==> config.mk <==
export PLATFORM = sky130hd
export DESIGN_NAME = mux_arb_n
export DESIGN_NICKNAME = d
export VERILOG_FILES = /design/src/rtl/mux_arb_n.sv
export SDC_FILE = /design/constraint.sdc
export NUM_CORES = 1
export LEC_CHECK = 0
export BUFFER_PORTS_ARGS = -buffer_cell sky130_fd_sc_hd__buf_2
export CAP_MARGIN = 20
export CORE_UTILIZATION = 50
export DETAILED_ROUTE_END_ITERATION = 16
export PLACE_DENSITY = 0.79
export SYNTH_ARGS = -nofsm -noshare
export SYNTH_HDL_FRONTEND = slang
export SYNTH_SLANG_ARGS = --single-unit
==> constraint.sdc <==
create_clock -name clk -period 4.8 [get_ports clk]
set_input_delay 0.24 -clock clk [delete_from_list [all_inputs] [get_ports clk]]
set_output_delay 0.24 -clock clk [all_outputs]
set_load 0.03 [all_outputs]
==> src/rtl/mux_arb_n.sv <==
// mux_arb_n: registered N-channel multiplexer with valid/ready on every
// input and on the output. It selects by explicit select or by round-robin
// among valid channels, and reports the source channel of each output word.
module mux_arb_n #(
  parameter int WIDTH = 4,
  parameter int NCH   = 4,
  localparam int SW   = ($clog2(NCH) < 1) ? 1 : $clog2(NCH)
) (
  input  logic                 clk,
  input  logic                 reset_n,
  input  logic [NCH*WIDTH-1:0] in_data,
  input  logic [NCH-1:0]       in_valid,
  output logic [NCH-1:0]       in_ready,
  input  logic [SW-1:0]        s,
  input  logic                 rr_en,
  output logic [WIDTH-1:0]     out_data,
  output logic [SW-1:0]        out_ch,
  output logic                 out_valid,
  input  logic                 out_ready
);

  logic [WIDTH-1:0] w_ch_data [NCH];
  logic [NCH-1:0]   w_grant;
  logic [SW-1:0]    w_gidx;
  logic             w_load;
  logic             w_accept;

  logic [WIDTH-1:0] r_out_data;
  logic [SW-1:0]    r_out_ch;
  logic             r_out_valid;
  logic [SW-1:0]    r_ptr;

  // Unpack the flat input bus into per-channel words and form per-channel
  // ready. Ready is forced low while reset is asserted so that no handshake
  // can complete during reset.
  for (genvar gi = 0; gi < NCH; gi++) begin : g_ch
    assign w_ch_data[gi] = in_data[gi*WIDTH +: WIDTH];
    assign in_ready[gi]  = w_grant[gi] & w_load & reset_n;
  end

  // The output register may take a word when it is empty or being drained.
  assign w_load   = !r_out_valid || out_ready;
  assign w_accept = w_load && (|w_grant);

  // Grant selection: round-robin searches ptr+1 .. ptr (ptr last), fixed
  // mode grants channel s only if it exists and is valid.
  always_comb begin : p_grant
    int   idx;
    logic found;
    idx     = 0;
    found   = 1'b0;
    w_grant = '0;
    w_gidx  = '0;
    if (rr_en) begin
      for (int k = 1; k <= NCH; k++) begin
        idx = (int'(r_ptr) + k) % NCH;
        if (!found && in_valid[idx]) begin
          found        = 1'b1;
          w_grant[idx] = 1'b1;
          w_gidx       = SW'(idx);
        end
      end
    end else begin
      for (int i = 0; i < NCH; i++) begin
        if (int'(s) == i && in_valid[i]) begin
          w_grant[i] = 1'b1;
          w_gidx     = SW'(i);
        end
      end
    end
  end

  // Output register and round-robin pointer: capture on accept, clear the
  // valid flag on a drain without refill, otherwise hold.
  always_ff @(posedge clk or negedge reset_n) begin
    if (!reset_n) begin
      r_out_data  <= '0;
      r_out_ch    <= '0;
      r_out_valid <= 1'b0;
      r_ptr       <= SW'(NCH - 1);
    end else if (w_accept) begin
      r_out_data  <= w_ch_data[w_gidx];
      r_out_ch    <= w_gidx;
      r_out_valid <= 1'b1;
      r_ptr       <= w_gidx;
    end else if (r_out_valid && out_ready) begin
      r_out_valid <= 1'b0;
    end
  end

  assign out_data  = r_out_data;
  assign out_ch    = r_out_ch;
  assign out_valid = r_out_valid;

endmodule
* Word-level counts from Yosys, hierarchy flattened
Cells that the tools add are included.
Word-level totals: bits in registers 9, memories kept 0, bits in writable memories 0, bits of input ports 26, bits in latches 0, output and inout port bits 11, bits in read-only memories 0
Operators by class: $lt $le $gt $ge 9, div/mod/pow operators 0, equal/unequal tests 3, shift operators 0, $add $sub $neg 4, bitwise gates (word level) 16, multiply operators 0, multiplexer cells 51, reduce and logical (&&, ||, !) cells 25
Operator list (count):
- 4-bit two-way mux | 10
- 1-bit two-way mux | 25
- 3-bit by 4-bit < comparator with 1-bit output (second input constant) | 4
- 2-bit two-way mux | 7
- 1-bit logical AND | 13
- 3-bit by 1-bit greater-or-equal comparator with 1-bit output (second input constant) | 4
- 4-bit bitwise OR | 3
- 1-bit bitwise AND | 8
- 1-bit binary-select mux with 2-bit select | 4
- 4-bit binary-select mux with 2-bit select | 1
- 1-bit demux with 2-bit select | 4
- 2-bit OR reduction | 4
- 2-bit by 1-bit adder with 2-bit output (second input constant) | 2
- 2-bit adder (second input constant) | 2
- 1-bit bitwise AND (first input constant) | 4
- 2-bit equality test (second input constant) | 2
- 1-bit logical NOT | 4
- 4-bit OR reduction | 1
- 3-bit greater-or-equal comparator (second input constant) | 1
- 2-bit inverter with 3-bit output | 1
- 2-bit by 1-bit equality test with 1-bit output (second input constant) | 1
- 2-bit logical NOT | 1
- 2-bit nonzero test | 1
- 1-bit logical OR | 1

* Depth between registers and ports, before layout
word-level depth 24, gate-level depth with buffers 10, depth with buffers taken out 8

* Worst setup path before layout
OpenSTA, ideal clock, no wires.
kind register to register, from register r_ptr[1], to register r_out_data[0] (netlist: out_data[0]), library setup time 0.125 ns, arrival 3.320 ns, path buffers 2, data required time 4.675 ns, stages on the path, launching flop included 10, setup slack 1.355 ns, cells stage by stage dfstp_2 > clkbuf_1 > inv_1 > ha_1 > clkbuf_1 > mux4_2 > a21oi_1 > a41oi_2 > o41ai_4 > mux2_2
Between the ends: cells in the longest elaborated chain, start to end 22
RTL lines:
- from (decl) | line 31 | logic [SW-1:0] r_ptr;
- from (signal assigned) | line 80 | r_ptr <= SW'(NCH - 1);
- from (signal assigned) | line 85 | r_ptr <= w_gidx;
- branches (longest 22 deep; another with 3-bit by 4-bit < comparator with 1-bit output)
- to (signal assigned) | line 82 | r_out_data <= w_ch_data[w_gidx];
- to (decl) | line 28 | logic [WIDTH-1:0] r_out_data;
Parallel ways; which one is timed is not known. The select of a mux whose other input is x is not followed. A chain may end at the register's enable or synchronous reset.

* Worst setup path in the final report
from register r_ptr[0], to output port in_ready[3]
Between the ends: cells in the longest elaborated chain, start to end 20
RTL lines:
- 2-bit by 1-bit adder with 2-bit output | line 56 | idx = (int'(r_ptr) + k) % NCH;
- 2-bit OR reduction (no line) / 1-bit binary-select mux with 2-bit select (equally long branches)
- 1-bit bitwise AND (no line) / 1-bit two-way mux (equally long branches)
- 3-bit by 4-bit < comparator with 1-bit output (implied by the code), or another cell as far along | line 59 | w_grant[idx] = 1'b1;
- 1-bit logical AND (implied by the code) / 1-bit two-way mux (equally long branches) | line 59, 57
- 1-bit two-way mux (on tied branches) | line 59, 54
- 1-bit demux with 2-bit select / 1-bit logical NOT (equally long branches) | line 59, 57
- 4-bit two-way mux / 1-bit logical AND (equally long branches) | line 57 | if (!found && in_valid[idx]) begin
- [3 not listed]
- 4-bit two-way mux / 1-bit logical AND (equally long branches) | line 54, 57
- 4-bit bitwise OR (no line) / 1-bit two-way mux (equally long branches)
- 4-bit two-way mux / 1-bit two-way mux (equally long branches) | line 57, 54
- 4-bit two-way mux / 1-bit logical NOT (equally long branches) | line 54, 57
- 4-bit bitwise OR (no line) / 1-bit logical AND (equally long branches)
- 4-bit two-way mux (*) | line 57
- 4-bit two-way mux (*) | line 54 | if (rr_en) begin
- 1-bit bitwise AND (*) (2 in a row) | line 38 | assign in_ready[gi] = w_grant[gi] & w_load & reset_n;
- to (decl) | line 13 | output logic [NCH-1:0] in_ready,
Mark *: on every way between the ends. The rest lies on a longest branch, timed or not. The select of a mux whose other input is x is not followed.

==> results.py <==
metrics = {
    "placed_design": {
        "routabilityCongestion": 0.856,
        "port_buffers": 36,
        "place_area_um2": 1300,
        "dpl_worst_slack_ns": 1.34,
        "dp.final_hpwl_mm": 2.16,
    },
    "floorplanning": {
        "initial_core_util_pct": 55.5,
        "die_area_um2": 2460,
        "die_h_um": 49.6,
        "die_x_um": 49.6,
        "core_area_um2": 2040,
        "ios": 37,
        "rows": 16,
    },
    "sta": {
        "layout_setup_ws_ns": 1.17,
        "setup_tns_ns": 0,
        "timing.final.crit_share_pct": 75.6,
        "finalHoldViolations": 0,
        "relSlewSlack_pct": 56.5,
        "layout_min_cycle_time_ns": 3.63,
        "rsz0062_at_grt": "false",
        "worst_slew_pin_slew_ns": 0.650,
        "finalSetupViolCount": 0,
        "slew_violations": 0,
        "skew_ns": 0.00304,
        "fmax_mhz": 276,
    },
    "cells_and_area": {
        "nets": 180,
        "final_area_um2": 1340,
        "fin_util_pct": 65.6,
        "area_growth_syn_to_layout_pct": 18.3,
        "insertedDiodeCount": 0,
        "layout-drive-gt1-share_pct": 43.4,
    },
    "synth": {
        "post_synth_fa_ha_maj_area_fraction_pct": 8.84,
        "netlist_instances": 112,
        "synth_edf_count": 0,
        "synth_mux_area_share_pct": 26.1,
        "yosysWarnings": 0,
        "yosysSeqAreaShare_pct": 20.1,
        "synthSimpleGateAreaFrac_pct": 14.9,
        "syn_area_um2": 1130,
        "synth_xor_area_share_pct": 0,
        "synth_top_flop_cell": "dfrtp_1",
        "synth_top_family_by_area": "multiplexers",
        "synth-compound-area-share_pct": 24.0,
        "async_flop_share_pct": 100,
        "synth_cell_types": 36,
        "syn_area_per_cell_um2": 10.1,
        "syn_nets": 146,
        "synth_seq_cells": 9,
    },
    "critical_path": {
        "worstPathArrival_ns": 3.39,
        "r2r_slack_ns": 1.32,
        "timing.rr.end": "out_data[2]$_DFFE_PN0P_",
        "crit_path_end_kind": "primary output",
        "cp_max_fo": 15,
        "r2r_start": "r_ptr[0]$_DFFE_PN1P_",
        "path_class": "reg2out",
        "start_kind": "flip-flop",
        "required_ns": 4.56,
        "rr_worst_depth": 8,
    },
    "power": {
        "power_leakage_nw": 0.583,
        "finalPower_mw": 0.774,
        "p_per_area_nw_per_um2": 577,
        "peakVddDrop_mv": 0.351,
    },
    "min_path": {
        "min_from": "out_ready",
        "hold_depth": 3,
        "hp-class": "in2reg",
        "worstHoldEndpoint": "out_valid$_DFFE_PN0P_",
    },
    "job": {
        "max_cap_viol_count": 0,
    },
    "global_routing": {
        "track_usage_pct": 24.3,
        "grt_overflow": 0,
        "grt_max_degree": 16,
        "grt_pass1_wl_mm": 4.54,
        "grt_pass1_vias": 994,
        "antenna_found_initial": 0,
    },
    "cts": {
        "cts_root_buf": "clkbuf_4",
        "cts_max_level": 1,
        "numCtsBuffers": 3,
        "cts.reportedPaths.clkPinSlew_ns": 0.06,
        "clk_path_buf_depth": 2,
        "cts_setup_buffers": 0,
        "cts_tree": "built",
        "clk_latency_ns": 0.26,
        "numClockSinks": 9,
    },
    "drt": {
        "drt_wl_total_mm": 2.84,
        "wl_per_cell_um": 16.5,
        "drtIter0Drc": 46,
        "drc": 0,
        "via_per_inst": 6.09,
        "dr.pass1.iters": 4,
        "routed-via-count": 1047,
        "drtAntennaViolNets": 0,
    },
    "status": {
        "status": "finished clean",
    },
}
-- critical path, stage by stage (launching register included) --
cell,delay [ns]
dfstp_2,0.72
inv_1,0.22
ha_1,0.47
mux4_2,0.45
nor3b_2,0.37
a21oi_1,0.13
a32oi_1,0.40
nor2b_1,0.18
buf_2,0.20
-- what timing repair did --
item / CTS / global route
endpoints found under the setup margin: 0 / 0
hold endpoints to repair: 7 / 0
hold buffers: 1 / 0
gates resized for setup: 0 / 0
-- per-stage QoR --
step | hold WS (ns) | std cells
final | 0.329 | 172
after global routing | 0.353 | 172
after CTS | 0.328 | 172
after detailed placement | 0.106 | 167
after global placement | 0.0970 | 167
after floorplan | -0.0556 | 112
-- Yosys cell counts, types with 2 or more instances --
| master | n | area [µm²] |
|---|---|---|
| nand2_1 | 9 | 33.8 |
| ha_1 | 8 | 100 |
| dfrtp_1 | 7 | 175 |
| inv_1 | 7 | 26.3 |
| mux2i_1 | 7 | 70.1 |
| mux4_2 | 7 | 158 |
| a21oi_1 | 6 | 30.0 |
| mux2_2 | 6 | 67.6 |
| nor2b_1 | 5 | 31.3 |
| a31oi_1 | 4 | 25.0 |
| buf_2 | 4 | 20.0 |
| o21ai_0 | 4 | 20.0 |
| clkbuf_1 | 3 | 11.3 |
| nand2b_1 | 3 | 18.8 |
| nand3b_1 | 3 | 22.5 |
| nor2_1 | 3 | 11.3 |
| a41oi_2 | 2 | 32.5 |
| dfstp_2 | 2 | 52.6 |
| nor3_1 | 2 | 10.0 |
| o21a_1 | 2 | 15.0 |
| o32a_1 | 2 | 20.0 |
| or3b_2 | 2 | 17.5 |
-- flip-flops by register name, summed over array words and instances, names as in the netlist --
name	flops
out_ch	2
out_valid	1
r_ptr	2
out_data	4
-- worst max-delay path by stage --
stage                         start                       to  slack (ns)
2_1_floorplan  r_ptr[1]$_DFFE_PN1P_  out_data[0]$_DFFE_PN0P_        1.36
3_3_place_gp   r_ptr[0]$_DFFE_PN1P_  out_data[2]$_DFFE_PN0P_        1.45
3_5_place_dp   r_ptr[0]$_DFFE_PN1P_  out_data[2]$_DFFE_PN0P_        1.34
4_1_cts        r_ptr[0]$_DFFE_PN1P_              in_ready[3]        1.18
5_1_grt        r_ptr[0]$_DFFE_PN1P_              in_ready[3]        0.93
6_report       r_ptr[0]$_DFFE_PN1P_              in_ready[3]        1.17
-- report_power, final --
group / internal (mW) / switching [mW]
sequential: 0.121 / 0.0520
clock: 0.0320 / 0.0264
combinational: 0.245 / 0.298
-- cells by family (layout without fill, tap and decap cells) --
kind of cell | count (synthesis) | after routing
compound gates | 30 | 30
fa+ha+maj | 8 | 8
buf+inv | 15 | 48
flops | 9 | 9
mux | 20 | 20
simple gates | 30 | 30
-- routing by layer --
layer	track usage [%]	part of all wire [%]	up-vias
li1	-	-	489
met1	31.7	41	495
met3	3.70	7.2	0
met4	5.71	0	0
met5	0	0	-
met2	41.9	52	63
-- cell usage in the layout (no fill, tap or decap), drive strengths merged, types with 2 or more instances in the layout --
cell type / count
a21oi: 7
a31oi: 4
a41oi: 2
buf: 36
clkbuf: 4
dfrtp: 7
dfstp: 2
ha: 8
inv: 7
mux2: 6
mux2i: 7
mux4: 7
nand2: 9
nand2b: 3
nand3b: 3
nor2: 3
nor2b: 5
nor3: 2
o21a: 2
o21ai: 4
o32a: 2
or3b: 2
-- cell type report --
type | count | area [µm²]
Clock buffer | 4 | 26.3
Timing Repair Buffer | 37 | 190
Inverter | 7 | 26.3
Sequential cell | 9 | 228
Fill cell | 185 | 702
Multi-Input combinational cell | 88 | 836
Tap cell | 27 | 33.8
Note: power is estimated with default switching activity, not from simulation.
